`config.mk`:
```
export PLATFORM = sky130hd
export DESIGN_NAME = pong_match_sequencer
export DESIGN_NICKNAME = d
export VERILOG_FILES = /design/src/rtl/pong_match_sequencer.sv
export SDC_FILE = /design/constraint.sdc
export NUM_CORES = 1
export LEC_CHECK = 0
export CAP_MARGIN = 20
export CORE_ASPECT_RATIO = 2
export CORE_MARGIN = 2
export CORE_UTILIZATION = 57
export DETAILED_ROUTE_END_ITERATION = 16
export PLACE_DENSITY_LB_ADDON = 0.2
export SYNTH_ARGS = -nofsm -noshare
export SYNTH_HDL_FRONTEND = slang
export SYNTH_SLANG_ARGS = --single-unit
```
`constraint.sdc`:
```
create_clock -name game_clk -period 3.3 [get_ports game_clk]
set_input_delay 0.33 -clock game_clk [delete_from_list [all_inputs] [get_ports game_clk]]
set_output_delay 0.33 -clock game_clk [all_outputs]
set_load 0.02 [all_outputs]
```
`src/rtl/pong_match_sequencer.sv`:
```
// Match-level sequencer for the pong ball datapath: serve countdown, rally
// speed-up, point pause and game-over handling, all outputs registered.
module pong_match_sequencer #(
  parameter int          SERVE_TICKS   = 60,
  parameter int          POINT_TICKS   = 90,
  parameter int          VEL_INIT      = 2,
  parameter int          VEL_MAX       = 7,
  parameter int          HITS_PER_STEP = 4,
  parameter logic [3:0]  LFSR_SEED     = 4'b1001
) (
  input  logic       game_clk,
  input  logic       reset,
  input  logic       start,
  input  logic       wall_col,
  input  logic       paddle_col,
  input  logic       x_ball_dir,
  input  logic       lossA,
  input  logic       lossB,
  output logic       ball_hold,
  output logic       clear_scores,
  output logic       serve_dir,
  output logic [3:0] x_ball_vel,
  output logic [3:0] y_ball_vel,
  output logic [2:0] state,
  output logic [7:0] rally_hits,
  output logic [1:0] winner
);

  localparam int DWELL_MAX = (SERVE_TICKS > POINT_TICKS) ? SERVE_TICKS : POINT_TICKS;
  localparam int CNT_W     = $clog2(DWELL_MAX + 1);
  localparam int HIT_W     = (HITS_PER_STEP > 1) ? $clog2(HITS_PER_STEP) : 1;

  localparam logic [CNT_W-1:0] SERVE_LOAD = CNT_W'(SERVE_TICKS - 1);
  localparam logic [CNT_W-1:0] POINT_LOAD = CNT_W'(POINT_TICKS - 1);
  localparam logic [CNT_W-1:0] CNT_ONE    = CNT_W'(1);
  localparam logic [HIT_W-1:0] HIT_LAST   = HIT_W'(HITS_PER_STEP - 1);
  localparam logic [HIT_W-1:0] HIT_ONE    = HIT_W'(1);
  localparam logic [3:0]       VEL_INIT_V = 4'(VEL_INIT);
  localparam logic [3:0]       VEL_MAX_V  = 4'(VEL_MAX);

  typedef enum logic [2:0] {
    IDLE  = 3'd0,
    CLEAR = 3'd1,
    SERVE = 3'd2,
    RALLY = 3'd3,
    POINT = 3'd4,
    OVER  = 3'd5
  } state_t;

  state_t           state_reg;
  logic [CNT_W-1:0] dwell_reg;
  logic [HIT_W-1:0] hit_cnt_reg;
  logic [3:0]       lfsr_reg;
  logic             armed_reg;
  logic             ball_hold_reg;
  logic             clear_scores_reg;
  logic             serve_dir_reg;
  logic [3:0]       x_ball_vel_reg;
  logic [3:0]       y_ball_vel_reg;
  logic [7:0]       rally_hits_reg;
  logic [1:0]       winner_reg;

  logic [3:0] lfsr_next;
  logic [3:0] y_pick;
  logic [3:0] x_step;
  logic [7:0] hits_inc;

  // x^4 + x^3 + 1: feedback from the two top bits, shifted in at bit 0.
  assign lfsr_next[0] = lfsr_reg[3] ^ lfsr_reg[2];
  generate
    for (genvar gi = 1; gi < 4; gi++) begin : g_lfsr_shift
      assign lfsr_next[gi] = lfsr_reg[gi-1];
    end
  endgenerate

  assign y_pick   = {2'b00, lfsr_reg[1:0]} + 4'd1;
  assign x_step   = (x_ball_vel_reg >= VEL_MAX_V) ? VEL_MAX_V : x_ball_vel_reg + 4'd1;
  assign hits_inc = (rally_hits_reg == 8'hFF) ? 8'hFF : rally_hits_reg + 8'd1;

  always_ff @(posedge game_clk) begin
    if (reset) begin
      state_reg        <= IDLE;
      dwell_reg        <= '0;
      hit_cnt_reg      <= '0;
      lfsr_reg         <= LFSR_SEED;
      armed_reg        <= 1'b0;
      ball_hold_reg    <= 1'b1;
      clear_scores_reg <= 1'b0;
      serve_dir_reg    <= 1'b1;
      x_ball_vel_reg   <= 4'd0;
      y_ball_vel_reg   <= 4'd0;
      rally_hits_reg   <= 8'd0;
      winner_reg       <= 2'b00;
    end else begin
      lfsr_reg         <= lfsr_next;
      clear_scores_reg <= 1'b0;
      case (state_reg)
        IDLE: begin
          if (start) begin
            state_reg        <= CLEAR;
            clear_scores_reg <= 1'b1;
            winner_reg       <= 2'b00;
            serve_dir_reg    <= 1'b1;
          end
        end
        CLEAR: begin
          state_reg <= SERVE;
          dwell_reg <= SERVE_LOAD;
        end
        SERVE: begin
          if (dwell_reg == '0) begin
            state_reg      <= RALLY;
            ball_hold_reg  <= 1'b0;
            x_ball_vel_reg <= VEL_INIT_V;
            y_ball_vel_reg <= y_pick;
            rally_hits_reg <= 8'd0;
            hit_cnt_reg    <= '0;
          end else begin
            dwell_reg <= dwell_reg - CNT_ONE;
          end
        end
        RALLY: begin
          // A goal in the same tick as a paddle hit ends the rally uncounted.
          if (wall_col) begin
            state_reg      <= POINT;
            dwell_reg      <= POINT_LOAD;
            serve_dir_reg  <= ~x_ball_dir;
            ball_hold_reg  <= 1'b1;
            x_ball_vel_reg <= 4'd0;
            y_ball_vel_reg <= 4'd0;
          end else if (paddle_col) begin
            rally_hits_reg <= hits_inc;
            if (hit_cnt_reg == HIT_LAST) begin
              hit_cnt_reg    <= '0;
              x_ball_vel_reg <= x_step;
              y_ball_vel_reg <= y_pick;
            end else begin
              hit_cnt_reg <= hit_cnt_reg + HIT_ONE;
            end
          end
        end
        POINT: begin
          if (dwell_reg == '0) begin
            if (lossA) begin
              state_reg  <= OVER;
              winner_reg <= 2'b01;
              armed_reg  <= 1'b0;
            end else if (lossB) begin
              state_reg  <= OVER;
              winner_reg <= 2'b10;
              armed_reg  <= 1'b0;
            end else begin
              state_reg <= SERVE;
              dwell_reg <= SERVE_LOAD;
            end
          end else begin
            dwell_reg <= dwell_reg - CNT_ONE;
          end
        end
        OVER: begin
          // Restart needs start released inside OVER before it counts again.
          if (armed_reg && start) begin
            state_reg        <= CLEAR;
            clear_scores_reg <= 1'b1;
            winner_reg       <= 2'b00;
            serve_dir_reg    <= 1'b1;
          end else if (!start) begin
            armed_reg <= 1'b1;
          end
        end
        default: begin
          state_reg <= IDLE;
        end
      endcase
    end
  end

  assign state        = state_reg;
  assign ball_hold    = ball_hold_reg;
  assign clear_scores = clear_scores_reg;
  assign serve_dir    = serve_dir_reg;
  assign x_ball_vel   = x_ball_vel_reg;
  assign y_ball_vel   = y_ball_vel_reg;
  assign rally_hits   = rally_hits_reg;
  assign winner       = winner_reg;

endmodule
```
==> results of run 1 <==
## synthesized netlist by cell type (all sizes together)
cell and count:
o221ai 1, nand2b 6, xnor2 1, buf 4
inv 6, mux2i 3, o31ai 1, o21a 3
or2 3, a31o 1, and3 5, a21bo 1
a221oi 1, dfxtp 37, a31oi 9, nor3b 1
a211oi 5, nor2b 5, o221a 1, nand3b 3
ha 6, o21ai 15, nand2 24, a311oi 3
nand4 3, and2 2, o22a 1, and4bb 1
nor4 2, or3 3, conb 1, nand3 10
or3b 2, a22oi 1, nor3 11, a41oi 2
nor2 24, clkbuf 8, a21oi 34, and4 1
## per-stage QoR
step | cell area [sq um] | total power [mW] | hold WS [ps] | setup WS [ps] | utilization, %
finish | 2370 | 1.67 | 452 | 1080 | 71.0
global route | 2370 | 1.78 | 473 | 871 | 71.0
CTS | 2370 | 1.66 | 454 | 1080 | 71.0
detailed placement | 2270 | 1.32 | 444 | 1170 | 68.1
global placement | 2270 | 1.32 | 441 | 1180 | 68.1
floorplan | 1980 | 1.14 | 402 | 1500 | -
## metal layers
metal	vias to the layer above	wire length, um	global-route usage (%)
met3	18	162	4.77
met5	-	0	0
li1	967	-	-
met2	59	2690	50.2
met1	922	1880	29.2
met4	0	187	14.2
## power groups by stage
stage / logic, mW / clock network (mW) / registers, mW
detailed placement: 0.698 / 0 / 0.626
global placement: 0.692 / 0 / 0.623
CTS: 0.707 / 0.337 / 0.616
finish: 0.718 / 0.331 / 0.618
global route: 0.797 / 0.356 / 0.629
floorplan: 0.521 / 0 / 0.624
## area by class of cell
class                   count  area, sq um  area share, %
clock inverters             2         13.8          0.580
clock buffers               6         82.6           3.48
inverters                   6         22.5          0.950
well taps                  32         40.0           1.69
multi-input cells         196         1160           48.8
flip-flops and latches     37          741           31.2
repair buffers             32          315           13.3
## logic make-up after synthesis
kind of cell             Yosys count  synth area share, %
adder cells (fa/ha/maj)            6                 3.80
AO/OA/AOI/OAI                     79                 24.6
XOR/XNOR                           1                0.443
flip-flops                        37                 37.5
buffers and inverters             18                 4.05
multiplexers                       3                 1.52
AND/OR/NAND/NOR                  106                 27.9
other                              1                0.190
## final timing paths
kind | start | depth (start not counted) | to
worst min register to register | y_ball_vel[1] | 2 | y_ball_vel[1]
worst max register to register | state[2] | 5 | dwell_reg[4]
worst max-delay path | state[0] | 1 | state[0]
worst min-delay path | y_ball_vel[1] | 2 | y_ball_vel[1]
==> metrics, run 1 <==
status=finished, final reports clean; all-layer global routing usage=28.0%; Slew @ Worst Pin=805 ps; Slew headroom=46.2%; min cycle time layout=2220 ps; post-cts resize count=0; Layout Nets=292; Port Buffers=30; Worst EP required=2970 ps; Peak VDD IR=0.000561 V; largest net degree at the start of global routing=28; die area=0.00398 sq mm; ant diodes=0; critical path's slowest cell=dfxtp_1; Clk Latency, worst-skew pair=290 ps; logic gate share of total power=43.1%; layout overhead on the synthesized area=19.9%; Worst path max stage delay=850 ps; initial antenna violation count=0; type of origin of the critical path=register; CP bufs+invs=1; vias in the first global route=1,867; CTS tree=done; commonest non-fill, non-tap cell in the layout=dfxtp_1; Seq pwr share=37.1%; Post-Synthesis Cells=251; synth unique cells=50; fillcell total=282; Starting DRT DRC Count=45; sw frac=41.7%; CTS Buf Count=5; Post-Route Setup TNS=0 ps; hold crit path type=reg -> reg; CTS Hold Buffers Added=0; Crit path max-delay family=flip-flops; P_sw=695 uW; area leader, netlist=dfxtp_1; Sink Count=37; crit path capture type=output pin; Arrival @ worst endpoint=1890 ps; synthesized flop and latch total=37; die height=87.3 um; Setup CP Type=reg -> out; mapped cell area=0.00198 sq mm; sequential element share of the synthesized area=37.5%; vias after detailed routing=1,966; critical path fanouts, max=27; dpl hpwl=3640 um; unrepaired setup endpoints after global routing=false; clock-pin transition on the worst setup and hold timing paths=70 ps; total core area=0.00334 sq mm; endpoints failing hold=0; router iterations before antenna repair=4; top cells by area, synth=dfxtp_1 37%, a21oi_1 8.4%, nand2_1 4.6%; clk root buf=clkbuf_8; cell-internal power=972 uW; die width=45.6 um; routed wire length=4920 um; endpoints failing setup=0; initial core utilization=59.2%; Placed Instances=303; I/O pins=32; row count=30; Finished Layout Cells=311; CP cell instances=clkdlybuf4s50_1; DRC violations left=0; period utilization=67.4%; Max Clock Skew=6.35 ps; CTS max path bufs=2; ANT nets after route=0; most frequent cells in the layout=37 x dfxtp_1, 33 x a21oi_1, 30 x clkdlybuf4s50_1, 24 x nand2_1, 24 x nor2_1; share of the synthesized area in the top cell type=37.5%; r2r setup slk=1120 ps; Synth Area per Inst=7.88 sq um; Placer Congestion=0.932; first-pass GRT wire length=8250 um; cell area power density=703 mW/mm^2; layout cell share with drive strength beyond 1=7.53%; htree depth=2; drt wl/cell=15.8 um; f_max=0.450 GHz; global route overflow=0; Leak Pwr=0.849 nW; Syn. warnings=0; via/cell ratio=6.32; Max-Cap Viols=0; Clk network pwr share=19.9%; max reg flops=8; Max Slew Vio Count=0; post-CTS setup buffer count=0; Post-Syn Nets=265
Power figures use the tool's default switching activity.
==> run 2, diff against run 1 <==
Settings changed: CORE_UTILIZATION 57 to 53.
Clock period 3.3 ns to 2.11 ns, I/O delays scaled along.
==> run 2 against run 1 <==
  * Global-route usage is 0.75 points lower
  * Via count is 3.9% higher
  * Final cell count is 11% higher
  * Sequential share of layout area is 2.1 points lower
  * Final area is 7.1% higher
  * Utilization is 0.56 points lower
  * Routed wire length is 4.7% higher
  * Combinational power is 80% higher
  * Sequential cell count stayed put
  * Sequential power is 50% higher
  * Non-clock buffer count is 17 higher
  * Critical path depth is 6 higher
  * Critical endpoint is now dwell_reg[3]
  * Largest cell class unchanged
==> metrics, run 2 (synthesized netlist as in run 1, its figures left out) <==
vias in the first global route=1,956 (was 1,867); Peak VDD IR=0.000829 V (was 0.000561 V); CTS tree=done (unchanged); CTS max path bufs=2 (unchanged); I/O pins=32 (unchanged); commonest non-fill, non-tap cell in the layout=dfxtp_1 (unchanged); CP cell instances=inv_1, ha_1, nor3b_2, a211oi_1, or3_1, a21bo_1, a21oi_2 (was clkdlybuf4s50_1); via/cell ratio=5.92 (was 6.32); Seq pwr share=32.6% (was 37.1%); Starting DRT DRC Count=53 (was 45); endpoints failing setup=0 (unchanged); htree depth=2 (unchanged); hold crit path type=reg -> reg (unchanged); post-CTS setup buffer count=0 (unchanged); post-cts resize count=0 (unchanged); status=finished, final reports clean (unchanged); Leak Pwr=0.939 nW (was 0.849 nW); sw frac=38.6% (was 41.7%); type of origin of the critical path=register (unchanged); Worst EP required=2330 ps (was 2970 ps); Clk Latency, worst-skew pair=290 ps (about the same); Max-Cap Viols=0 (unchanged); routed wire length=5160 um (was 4920 um); routing usage on met1=25.4% (was 29.2%); CTS Buf Count=5 (unchanged); GRT Max-Usage Layer=met2 (unchanged); Sink Count=37 (unchanged); worst setup margin=155 ps (was 1080 ps); cell-internal power=1.75 mW (was 972 uW); fillcell total=319 (was 282); P_sw=1.10 mW (was 695 uW); area of all placed cells without fillers=0.00254 sq mm (was 0.00237 sq mm); initial core utilization=54.8% (was 59.2%); placed cell areas=0.00242 sq mm (was 0.00227 sq mm); Hold Path Depth=2 (unchanged); logic gate share of total power=45.3% (was 43.1%); router iterations before antenna repair=4 (unchanged); largest net degree at the start of global routing=18 (was 28); Post-Route Setup TNS=0 ps (unchanged); critical path's slowest cell=or3_1 (was dfxtp_1); pre-CTS setup slack=158 ps (was 1170 ps); FF-to-FF path depth=7 (was 5); vias after detailed routing=2,042 (was 1,966); drt wl/cell=14.9 um (was 15.8 um); row count=31 (was 30); f_max=0.512 GHz; total core area=0.00361 sq mm (was 0.00334 sq mm); Worst path max stage delay=520 ps (was 850 ps); die width=47.2 um (was 45.6 um); Port Buffers=30 (unchanged); Placer Congestion=0.968 (was 0.932); layout cell share with drive strength beyond 1=12.5% (was 7.53%); global route overflow=0 (unchanged); layout overhead on the synthesized area=28.5% (was 19.9%); first-pass GRT wire length=8600 um (was 8250 um); Clk network pwr share=22.1% (was 19.9%); Finished Layout Cells=345 (was 311); Setup CP Type=reg -> reg (was reg -> out); cell area power density=1120 mW/mm^2 (was 703 mW/mm^2); most frequent cells in the layout=37 x dfxtp_1, 33 x a21oi_1, 30 x clkdlybuf4s50_1, 24 x nand2_1, 24 x nor2_1 (unchanged); Max Clock Skew=8.69 ps (was 6.35 ps); ant diodes=0 (unchanged); crit path capture type=register (was output pin); initial antenna violation count=0 (unchanged); M2 GR Usage=48.4% (was 50.2%); critical path fanouts, max=8 (was 27); unrepaired setup endpoints after global routing=false (unchanged); DRC violations left=0 (unchanged); period utilization=92.6%; all-layer global routing usage=27.3% (was 28.0%); Placed Instances=337 (was 303); Arrival @ worst endpoint=2180 ps (was 1890 ps); min cycle time layout=1950 ps; die height=90.4 um (was 87.3 um); CTS Hold Buffers Added=0 (unchanged); met3 usage=6.20% (was 4.77%); Max Slew Vio Count=0 (unchanged); clock-pin transition on the worst setup and hold timing paths=70 ps (about the same); ANT nets after route=0 (unchanged); Layout Nets=309 (was 292); clk root buf=clkbuf_8 (unchanged); dpl hpwl=3970 um (was 3640 um); die area=0.00426 sq mm (was 0.00398 sq mm); max reg flops=8 (unchanged); endpoints failing hold=0 (unchanged)
==> run 2: layer usage <==
| metal | vias to the layer above | wire [um] |
|---|---|---|
| met5 | - | 0 |
| met4 | 0 | 254 |
| met3 | 24 | 186 |
| met2 | 63 | 2890 |
| met1 | 960 | 1820 |
| li1 | 995 | - |
==> run 2: power groups by stage <==
stage	registers, mW	clock network [mW]	logic, mW
after global placement	0.939	0	1.25
after global routing	0.948	0.669	1.42
final	0.929	0.630	1.29
after detailed placement	0.944	0	1.26
after CTS	0.929	0.636	1.27
after floorplan	0.976	0	0.815
==> run 2: worst paths after layout <==
path / startpoint / endpoint / slack (ps)
worst max-delay path: dwell_reg[0] / dwell_reg[3] / 160
worst min-delay path: y_ball_vel[0] / y_ball_vel[0] / 450
worst max register to register: dwell_reg[0] / dwell_reg[3] / 160
worst min register to register: y_ball_vel[0] / y_ball_vel[0] / 450
==> run 2: worst max-delay path, delay by kind of cell, from the launching register on <==
| family | cells | cell delay, ps |
|---|---|---|
| AND/OR/NAND/NOR | 2 | 810 |
| AO/OA/AOI/OAI | 3 | 500 |
| adder cells (fa/ha/maj) | 1 | 180 |
| buffers and inverters | 1 | 80 |
| flip-flops | 1 | 330 |
==> run 2: cell type report <==
| type | instances | area, sq um | area share [%] |
|---|---|---|---|
| flip-flops and latches | 37 | 741 | 29.2 |
| inverters | 6 | 22.5 | 0.887 |
| clock inverters | 1 | 30.0 | 1.18 |
| well taps | 49 | 61.3 | 2.41 |
| multi-input cells | 196 | 1160 | 45.5 |
| clock buffers | 7 | 86.3 | 3.40 |
| repair buffers | 49 | 443 | 17.4 |
==> run 2: through the flow <==
stage	util, %	power [mW]	hold slack (ps)
after floorplan	-	1.79	283
after global placement	67.2	2.19	442
after detailed placement	67.2	2.20	448
after CTS	70.4	2.84	458
after global routing	70.4	3.04	471
final	70.4	2.85	454
